### config.mk
export PLATFORM = sky130hd
export DESIGN_NAME = csa_resolve_round_flat
export DESIGN_NICKNAME = d
export VERILOG_FILES = /design/src/rtl/fp_mul_pkg.sv /design/src/rtl/csa_resolve_round_if.sv /design/src/rtl/csa_resolve_round_chunk_adder.sv /design/src/rtl/csa_resolve_round.sv /design/src/flat_wrapper.sv
export SDC_FILE = /design/constraint.sdc
export NUM_CORES = 1
export LEC_CHECK = 0
export CORE_ASPECT_RATIO = 0.75
export CORE_MARGIN = 5
export CORE_UTILIZATION = 45
export DETAILED_ROUTE_END_ITERATION = 10
export PLACE_DENSITY = 0.76
export SKIP_CTS_REPAIR_TIMING = 1
export SYNTH_ARGS = -nofsm -noshare
export SYNTH_HDL_FRONTEND = slang
export SYNTH_SLANG_ARGS = --single-unit
### constraint.sdc
create_clock -name clk -period 4.1 [get_ports clk]
set_clock_uncertainty 0.15 [all_clocks]
set_input_delay 0.41 -clock clk [delete_from_list [all_inputs] [get_ports clk]]
set_output_delay 0.41 -clock clk [all_outputs]
set_load 0.1 [all_outputs]
### src/rtl/fp_mul_pkg.sv
// Shared constants and types for the multiplier back end that resolves the CSA tree output.
package fp_mul_pkg;

   localparam int WIDTH   = 48;
   localparam int CHUNK   = 12;
   localparam int MANT    = 23;
   localparam int EXP_W   = 10;
   localparam int EXP_MAX = 255;
   localparam int NCHUNK  = WIDTH / CHUNK;
   localparam int CNT_W   = (NCHUNK > 1) ? $clog2(NCHUNK) : 1;

   typedef enum logic [1:0] {
      ST_IDLE = 2'd0,
      ST_ADD  = 2'd1,
      ST_NORM = 2'd2,
      ST_DONE = 2'd3
   } state_e;

endpackage

### src/rtl/csa_resolve_round_if.sv
// Input and output handshake bundle between the CSA tree and the resolve/round stage.
interface csa_resolve_round_if;
   import fp_mul_pkg::*;

   logic                 in_valid;
   logic                 in_ready;
   logic [WIDTH-1:0]     in_sum;
   logic [WIDTH-1:0]     in_carry;
   logic                 in_sign;
   logic [EXP_W-1:0]     in_exp;
   logic                 out_valid;
   logic                 out_ready;
   logic                 out_sign;
   logic [7:0]           out_exp;
   logic [MANT-1:0]      out_mant;
   logic                 out_ovf;
   logic                 out_unf;

   modport master (
      output in_valid, in_sum, in_carry, in_sign, in_exp, out_ready,
      input  in_ready, out_valid, out_sign, out_exp, out_mant, out_ovf, out_unf
   );

   modport slave (
      input  in_valid, in_sum, in_carry, in_sign, in_exp, out_ready,
      output in_ready, out_valid, out_sign, out_exp, out_mant, out_ovf, out_unf
   );

endinterface

### src/rtl/csa_resolve_round_chunk_adder.sv
// One CHUNK-wide slice of the carry-propagate adder, reused every ADD cycle.
module chunk_adder
   import fp_mul_pkg::*;
(
   input  logic [CHUNK-1:0] a_i,
   input  logic [CHUNK-1:0] b_i,
   input  logic             c_i,
   output logic [CHUNK-1:0] sum_o,
   output logic             c_o
);

   assign {c_o, sum_o} = {1'b0, a_i} + {1'b0, b_i} + {{CHUNK{1'b0}}, c_i};

endmodule

### src/rtl/csa_resolve_round.sv
// Resolves a CSA sum/carry pair chunk by chunk, then normalizes and rounds to single precision.
//
// state | meaning
// IDLE  | waiting for a sum/carry pair, in_ready high
// ADD   | one CHUNK of the product resolved per cycle, low chunk first
// NORM  | normalize, round to nearest even, register result
// DONE  | result presented, held until out_ready
module csa_resolve_round
   import fp_mul_pkg::*;
(
   input  logic                clk,
   input  logic                nreset,
   csa_resolve_round_if.slave  bus
);

   localparam int XW = EXP_W + 2;

   state_e              state_q, state_d;
   logic [WIDTH-1:0]    sum_q, carry_q, p_q;
   logic                cy_q;
   logic [CNT_W-1:0]    cnt_q;
   logic                sign_q;
   logic [EXP_W-1:0]    exp_q;
   logic                out_sign_q, out_ovf_q, out_unf_q;
   logic [7:0]          out_exp_q;
   logic [MANT-1:0]     out_mant_q;

   logic [CHUNK-1:0]    add_s;
   logic                add_c;

   logic [MANT-1:0]     frac;
   logic                guard, sticky, rnd_up;
   logic [MANT:0]       frac_r;
   logic signed [XW-1:0] exp_n, exp_f;

   // Sum and carry are shifted right each cycle so the adder always sees the low chunk.
   chunk_adder u_add (
      .a_i   (sum_q[CHUNK-1:0]),
      .b_i   (carry_q[CHUNK-1:0]),
      .c_i   (cy_q),
      .sum_o (add_s),
      .c_o   (add_c)
   );

   // State register.
   always_ff @(posedge clk or negedge nreset) begin
      if (!nreset) state_q <= ST_IDLE;
      else         state_q <= state_d;
   end

   // Next-state logic; ADD ends when the chunk down-counter reaches zero.
   always_comb begin
      state_d = state_q;
      case (state_q)
         ST_IDLE: if (bus.in_valid) state_d = ST_ADD;
         ST_ADD:  if (cnt_q == '0)  state_d = ST_NORM;
         ST_NORM: state_d = ST_DONE;
         ST_DONE: if (bus.out_ready) state_d = ST_IDLE;
         default: state_d = ST_IDLE;
      endcase
   end

   // Normalize on the leading bit, round to nearest even; exponent kept wide to catch over/underflow.
   always_comb begin
      exp_n = {{(XW-EXP_W){exp_q[EXP_W-1]}}, exp_q};
      if (p_q[WIDTH-1]) begin
         frac   = p_q[WIDTH-2 -: MANT];
         guard  = p_q[WIDTH-2-MANT];
         sticky = |p_q[WIDTH-3-MANT:0];
         exp_n  = exp_n + XW'(1);
      end else begin
         frac   = p_q[WIDTH-3 -: MANT];
         guard  = p_q[WIDTH-3-MANT];
         sticky = |p_q[WIDTH-4-MANT:0];
      end
      rnd_up = guard & (sticky | frac[0]);
      frac_r = {1'b0, frac} + {{MANT{1'b0}}, rnd_up};
      exp_f  = exp_n + (frac_r[MANT] ? XW'(1) : XW'(0));
   end

   // Datapath: capture on accept, shift-accumulate the product in ADD, register the result in NORM.
   always_ff @(posedge clk or negedge nreset) begin
      if (!nreset) begin
         sum_q      <= '0;
         carry_q    <= '0;
         p_q        <= '0;
         cy_q       <= 1'b0;
         cnt_q      <= '0;
         sign_q     <= 1'b0;
         exp_q      <= '0;
         out_sign_q <= 1'b0;
         out_exp_q  <= '0;
         out_mant_q <= '0;
         out_ovf_q  <= 1'b0;
         out_unf_q  <= 1'b0;
      end else begin
         case (state_q)
            ST_IDLE: begin
               if (bus.in_valid) begin
                  sum_q   <= bus.in_sum;
                  carry_q <= bus.in_carry;
                  sign_q  <= bus.in_sign;
                  exp_q   <= bus.in_exp;
                  cy_q    <= 1'b0;
                  cnt_q   <= CNT_W'(NCHUNK - 1);
               end
            end
            ST_ADD: begin
               sum_q   <= sum_q >> CHUNK;
               carry_q <= carry_q >> CHUNK;
               p_q     <= {add_s, p_q[WIDTH-1:CHUNK]};
               cy_q    <= add_c;
               cnt_q   <= cnt_q - CNT_W'(1);
            end
            ST_NORM: begin
               out_sign_q <= sign_q;
               out_ovf_q  <= 1'b0;
               out_unf_q  <= 1'b0;
               if (exp_f >= XW'(EXP_MAX)) begin
                  out_exp_q  <= 8'hFF;
                  out_mant_q <= '0;
                  out_ovf_q  <= 1'b1;
               end else if (exp_f <= XW'(0)) begin
                  out_exp_q  <= 8'h00;
                  out_mant_q <= '0;
                  out_unf_q  <= 1'b1;
               end else begin
                  out_exp_q  <= exp_f[7:0];
                  out_mant_q <= frac_r[MANT-1:0];
               end
            end
            default: ;
         endcase
      end
   end

   assign bus.in_ready  = (state_q == ST_IDLE);
   assign bus.out_valid = (state_q == ST_DONE);
   assign bus.out_sign  = out_sign_q;
   assign bus.out_exp   = out_exp_q;
   assign bus.out_mant  = out_mant_q;
   assign bus.out_ovf   = out_ovf_q;
   assign bus.out_unf   = out_unf_q;

endmodule

### src/flat_wrapper.sv
// flat-port wrapper written by rule: the top's interface ports become plain ports
module csa_resolve_round_flat import fp_mul_pkg::*;
  (clk, nreset, bus_in_valid, bus_in_sum, bus_in_carry, bus_in_sign, bus_in_exp, bus_out_ready, bus_in_ready, bus_out_valid, bus_out_sign, bus_out_exp, bus_out_mant, bus_out_ovf, bus_out_unf);
  csa_resolve_round_if bus_i ();
  input  logic clk;
  input  logic nreset;
  input wire logic [$bits(bus_i.in_valid)-1:0] bus_in_valid;
  input wire logic [$bits(bus_i.in_sum)-1:0] bus_in_sum;
  input wire logic [$bits(bus_i.in_carry)-1:0] bus_in_carry;
  input wire logic [$bits(bus_i.in_sign)-1:0] bus_in_sign;
  input wire logic [$bits(bus_i.in_exp)-1:0] bus_in_exp;
  input wire logic [$bits(bus_i.out_ready)-1:0] bus_out_ready;
  output wire logic [$bits(bus_i.in_ready)-1:0] bus_in_ready;
  output wire logic [$bits(bus_i.out_valid)-1:0] bus_out_valid;
  output wire logic [$bits(bus_i.out_sign)-1:0] bus_out_sign;
  output wire logic [$bits(bus_i.out_exp)-1:0] bus_out_exp;
  output wire logic [$bits(bus_i.out_mant)-1:0] bus_out_mant;
  output wire logic [$bits(bus_i.out_ovf)-1:0] bus_out_ovf;
  output wire logic [$bits(bus_i.out_unf)-1:0] bus_out_unf;
  assign bus_i.in_valid = bus_in_valid;
  assign bus_i.in_sum = bus_in_sum;
  assign bus_i.in_carry = bus_in_carry;
  assign bus_i.in_sign = bus_in_sign;
  assign bus_i.in_exp = bus_in_exp;
  assign bus_i.out_ready = bus_out_ready;
  assign bus_in_ready = bus_i.in_ready;
  assign bus_out_valid = bus_i.out_valid;
  assign bus_out_sign = bus_i.out_sign;
  assign bus_out_exp = bus_i.out_exp;
  assign bus_out_mant = bus_i.out_mant;
  assign bus_out_ovf = bus_i.out_ovf;
  assign bus_out_unf = bus_i.out_unf;
  csa_resolve_round u_core (.clk(clk), .nreset(nreset), .bus(bus_i));
endmodule
# Word level (Yosys, flattened, before mapping)
# Index checks and enable logic that the tools add are counted.
dict set report classes {
  addsub 6
  n_lt_le_gt_ge 2
  n_eq_ne 6
  n_mux 24
  n_bitwise 2
  n_reduce_logical 8
}
# op n
set op_table {}
lappend op_table {{48-bit one-hot mux with 2 select lines} 2}
lappend op_table {{48-bit two-way mux} 2}
lappend op_table {{23-bit two-way mux} 3}
lappend op_table {{23-bit by 1-bit adder with 24-bit output} 1}
lappend op_table {{23-bit OR reduction} 1}
lappend op_table {{22-bit OR reduction} 1}
lappend op_table {{8-bit two-way mux} 2}
lappend op_table {{12-bit by 12-bit adder with 13-bit output} 1}
lappend op_table {{13-bit by 1-bit adder with 13-bit output} 1}
lappend op_table {{12-bit adder} 1}
lappend op_table {{12-bit by 9-bit greater-or-equal comparator with 1-bit output (second input constant)} 1}
lappend op_table {{12-bit by 1-bit less-or-equal comparator with 1-bit output (second input constant)} 1}
lappend op_table {{12-bit two-way mux} 1}
lappend op_table {{10-bit by 2-bit adder with 11-bit output (second input constant)} 1}
lappend op_table {{2-bit two-way mux} 4}
lappend op_table {{2-bit one-hot mux with 4 select lines} 1}
lappend op_table {{1-bit two-way mux} 7}
lappend op_table {{2-bit == test (second input constant)} 2}
lappend op_table {{2-bit logical NOT} 2}
lappend op_table {{2-bit inequality test (second input constant)} 2}
lappend op_table {{2-bit one-hot mux with 2 select lines} 1}
lappend op_table {{2-bit AND reduction} 2}
lappend op_table {{3-bit AND reduction} 1}
lappend op_table {{2-bit by 1-bit == test with 1-bit output (second input constant)} 1}
lappend op_table {{6 further kinds} 6}
dict set report totals {
  regBits 194
}

# Longest topological paths before layout
dict set report depth {
  depth_word 10
  depth_mapped 15
  depth_no_buf 12
}

# Hierarchy
# A second synthesis with hierarchy kept.
dict set report unflattened {
  cells_unflattened 975
  hier_area_um2 10206.0
}
# mod n_inst cells_per_inst area_per_inst_um2 seq_area_each_um2
set modules_own_cells {}
lappend modules_own_cells {csa_resolve_round 1 892 9559.2 4854.7}
lappend modules_own_cells {chunk_adder 1 83 646.9 0.0}

# Worst setup path before layout
# OpenSTA, ideal clock, no wires.
dict set report synth_path {
  path_kind {register -> register}
  from {reg u_core.p_q[47]}
  to {reg u_core.out_mant_q[6] (netlist: u_core.bus.out_mant[6])}
  setup_ns 0.104
  t_arrival_ns 3.953
  setup_slack_ns -0.107
  path_stages_with_launch 15
  n_path_buf 2
  cell_sequence {dfrtp_1 > buf_6 > nand2b_1 > a2111oi_0 > nand4_1 > nor3_1 > ha_1 > nand3_1 > o21ai_1 > nand4_4 > or4_4 > a21oi_2 > nand4_4 > buf_6 > o41ai_4}
}
dict set report synth_via {
  elab_chain_len 9
  elab_cells_between_ends 13
}
# item line_no
set synth_rtl {}
lappend synth_rtl {{from (decl)} csa_resolve_round.sv:19} ;# logic [WIDTH-1:0] sum_q, carry_q, p_q;
lappend synth_rtl {{from (signal assigned)} csa_resolve_round.sv:111} ;# p_q <= {add_s, p_q[WIDTH-1:CHUNK]};
lappend synth_rtl {{1-bit two-way mux or 23-bit two-way mux (tied branches)} csa_resolve_round.sv:66} ;# if (p_q[WIDTH-1]) begin
lappend synth_rtl {{1-bit OR} csa_resolve_round.sv:76} ;# rnd_up = guard & (sticky | frac[0]);
lappend synth_rtl {{1-bit AND} csa_resolve_round.sv:76}
lappend synth_rtl {{23-bit by 1-bit adder with 24-bit output} csa_resolve_round.sv:77} ;# frac_r = {1'b0, frac} + {{MANT{1'b0}}, rnd_up};
lappend synth_rtl {{1-bit two-way mux} csa_resolve_round.sv:78} ;# exp_f = exp_n + (frac_r[MANT] ? XW'(1) : XW'(0));
lappend synth_rtl {{12-bit adder} csa_resolve_round.sv:78}
lappend synth_rtl {{12-bit by 1-bit less-or-equal comparator with 1-bit output} csa_resolve_round.sv:123} ;# end else if (exp_f <= XW'(0)) begin
lappend synth_rtl {{23-bit two-way mux} csa_resolve_round.sv:123}
lappend synth_rtl {{23-bit two-way mux (*)} csa_resolve_round.sv:119} ;# if (exp_f >= XW'(EXP_MAX)) begin
lappend synth_rtl {{to (signal assigned)} csa_resolve_round.sv:129} ;# out_mant_q <= frac_r[MANT-1:0];
lappend synth_rtl {{to (decl)} csa_resolve_round.sv:26} ;# logic [MANT-1:0] out_mant_q;
# Mark *: on every way between the ends. The rest lies on a longest branch, timed or not.
# A chain may end at the register's enable or synchronous reset.

# Final worst setup path
dict set report layout_path {
  from {reg u_core.p_q[47]}
  to {reg u_core.out_mant_q[22] (netlist: u_core.bus.out_mant[22])}
}
# The elaborated chain is that of the path after synthesis.

==> run summary <==
run status: complete, no violations
Yosys cell types: 67
Final Wtd Congestion: 0.888
top post-synthesis cells by area: dfrtp_1 (48%), mux2i_1 (9.0%), mux2_2 (6.4%)
CP peak stage delay: 0.54 ns
root buf cell: clkbuf_16
vias per std cell: 5.46
cell area after synthesis: 10200 sq um
Final ANT Viol Nets: 0
Critical Path Most Common Cell: nand4_4
Initial Utilization: 0.460
worst skew pair latency: 0.45 ns
Yosys top cell area share: 0.476
die width: 184 um
Max Buffers Root-to-Sink: 2
IO buf count: 146
share of cells above drive strength 1: 0.152
MaxCap Viol Count: 0
Buf/Inv on CP: 2
Die Ht: 140 um
min cycle time layout: 3.89 ns
Antenna diodes: 0
Worst Setup End Kind: register
via count: 7593
Finish-stage setup viols: 0
CP max-delay cell: or4_4
Placeable Area: 22200 sq um
CTS tree: built
Post-Route WL: 23800 um
Sink Count: 194
Max Clk Rate: 0.257 GHz
most frequent cell after synthesis: dfrtp_1
max-slew violations: 0
Power Density: 859 nW/um^2
non-filler cells, final: 1391
P&R area growth vs syn: 25.6%
Synth warnings: 0
peak supply drop: 0.000367 V
Seq/Total Area, Yosys: 0.476
largest net degree at the start of global routing: 173
ys flop type: dfrtp_1
WP data required: 4.28 ns
Placed Cells: 1357
async set-or-reset flop fraction in the synthesized netlist: 1.00
Leak: 5.43 nW
DRC viols: 0
critical path cell sequence: nand2b_1, a2111oi_1, buf_4, nand4_1, nor3_2, ha_1, nand3_1, o21ai_2, nand4_4, or4_4, a21oi_2, nand4_4, buf_12, o41ai_1
RSZ-0062 raised after global routing: no
worst slew pin tran: 0.978 ns
layout net count: 1217
CP startpoint kind: register
EDFF count, synth: 0
Die ar.: 25800 sq um
grt total ovfl: 0
hold crit path type: register to register
FF+latch count, synth: 194
setup TNS: 0 ns
clock buffer count from CTS: 17
fillers: 1900
Slew Limit Headroom: 0.346
CP delay by family, top: simple AND/OR/NAND/NOR gates
top-level port count: 147
crit path kind: register to register
TritonRoute pass-1 iters: 6
GRT Overall Usage: 0.190
Period Utilization, post-route: 0.949
clock slew at reported path FFs: 0.08 ns
initial antenna violation count: 1
first-pass GRT wire length: 39900 um
Routed WL per cell: 17.1 um
CP Data Arrival Time: 4.07 ns
final hold violations: 0
crit-path max FO: 12
# rows: 47
Synth area leader: dfrtp_1
Net Count, Synth: 1077
Syn Inst Count: 944
vias in the first global route: 7588
DP Wirelength: 17200 um
top post-synthesis cells by count: dfrtp_1 (194), nand2_1 (130), mux2i_1 (92), o21ai_0 (91), mux2_2 (58)
H-tree depth: 4
Detailed Route Iter0 Violations: 513
Mapped Avg Cell Area: 10.8 sq um
-- worst paths after layout --
check | startpoint | endpoint | slack [ns] | depth (start not counted)
max | u_core.p_q[47] | u_core.bus.out_mant[22] | 0.21 | 14
min | u_core.carry_q[0] | u_core.carry_q[0] | 0.33 | 2
max reg2reg | u_core.p_q[47] | u_core.bus.out_mant[22] | 0.21 | 14
min reg2reg | u_core.carry_q[0] | u_core.carry_q[0] | 0.33 | 2
max in group asynchronous | nreset | u_core.carry_q[9] | 2.40 | 3
min in group asynchronous | nreset | u_core.exp_q[9] | 0.41 | 2
-- cell families after synthesis --
kind of cell,synth area share
buf+inv,0.0325
fa+ha+maj,0.0285
flops,0.476
mux,0.154
xor+xnor,0.0488
compound gates,0.146
simple gates,0.114
-- power by group --
| group | total, mW | internal (mW) | switching [mW] |
|---|---|---|---|
| registers | 3.56 | 2.82 | 0.738 |
| clock network | 1.75 | 0.855 | 0.900 |
| logic | 5.69 | 2.28 | 3.42 |
| total | 11.0 | 5.95 | 5.05 |
-- worst register-to-register path, stage by stage, from the launching register on --
cell	delay, ns
dfrtp_2	0.49
nand2b_1	0.20
a2111oi_1	0.36
buf_4	0.19
nand4_1	0.11
nor3_2	0.23
ha_1	0.22
nand3_1	0.10
o21ai_2	0.19
nand4_4	0.12
or4_4	0.54
a21oi_2	0.20
nand4_4	0.16
buf_12	0.20
o41ai_1	0.36
-- per-layer routing --
metal,vias up,global-route usage,share of wire
met3,22,0.0617,0.075
met5,-,0,0.00055
met2,184,0.280,0.43
li1,3702,-,-
met1,3683,0.275,0.48
met4,2,0.0405,0.011
-- layout by cell type, fill, tap and decap left out, drive strengths merged, types with 22 or more instances in the layout --
cell type      netlist  final
dfrtp              194    194
buf                 17     36
xnor2               36     36
a22o                24     24
o21ai               93     93
nor2                22     22
mux2                58     58
clkdlybuf4s50        0    145
inv                 18     26
mux2i               92     92
nand2              130    130
o41ai               22     22
-- final cells by class --
cell class	count	area [sq um]	share of cell area
Multi-Input combinational cell	670	5050	0.394
Timing Repair Buffer	183	1820	0.142
Tap cell	294	368	0.0287
Clock buffer	17	425	0.0332
Inverter	18	67.6	0.00528
Clock inverter	15	215	0.0168
Sequential cell	194	4860	0.379
-- flip-flops by register name, indices dropped and copies added, names as in the netlist, 2 cells and up --
signal               flops
u_core.carry_q          48
u_core.p_q              48
u_core.sum_q            48
u_core.bus.out_mant     23
u_core.exp_q            10
u_core.bus.out_exp       8
u_core.cnt_q             2
u_core.state_q           2
-- through the flow --
stage                     setup WS [ns]  utilization  hold WS, ns  area (sq um)  power, mW
after floorplan                  0.0856            -      -0.0356         10200       7.73
after global placement            0.164        0.547        0.310         12100       9.11
after detailed placement          0.156        0.547        0.320         12100       9.26
after CTS                         0.139        0.576       -0.132         12800       11.0
after global routing            0.00550        0.577        0.355         12800       11.8
final                             0.207        0.577        0.333         12800       11.0
Power figures use the tool's default switching activity.
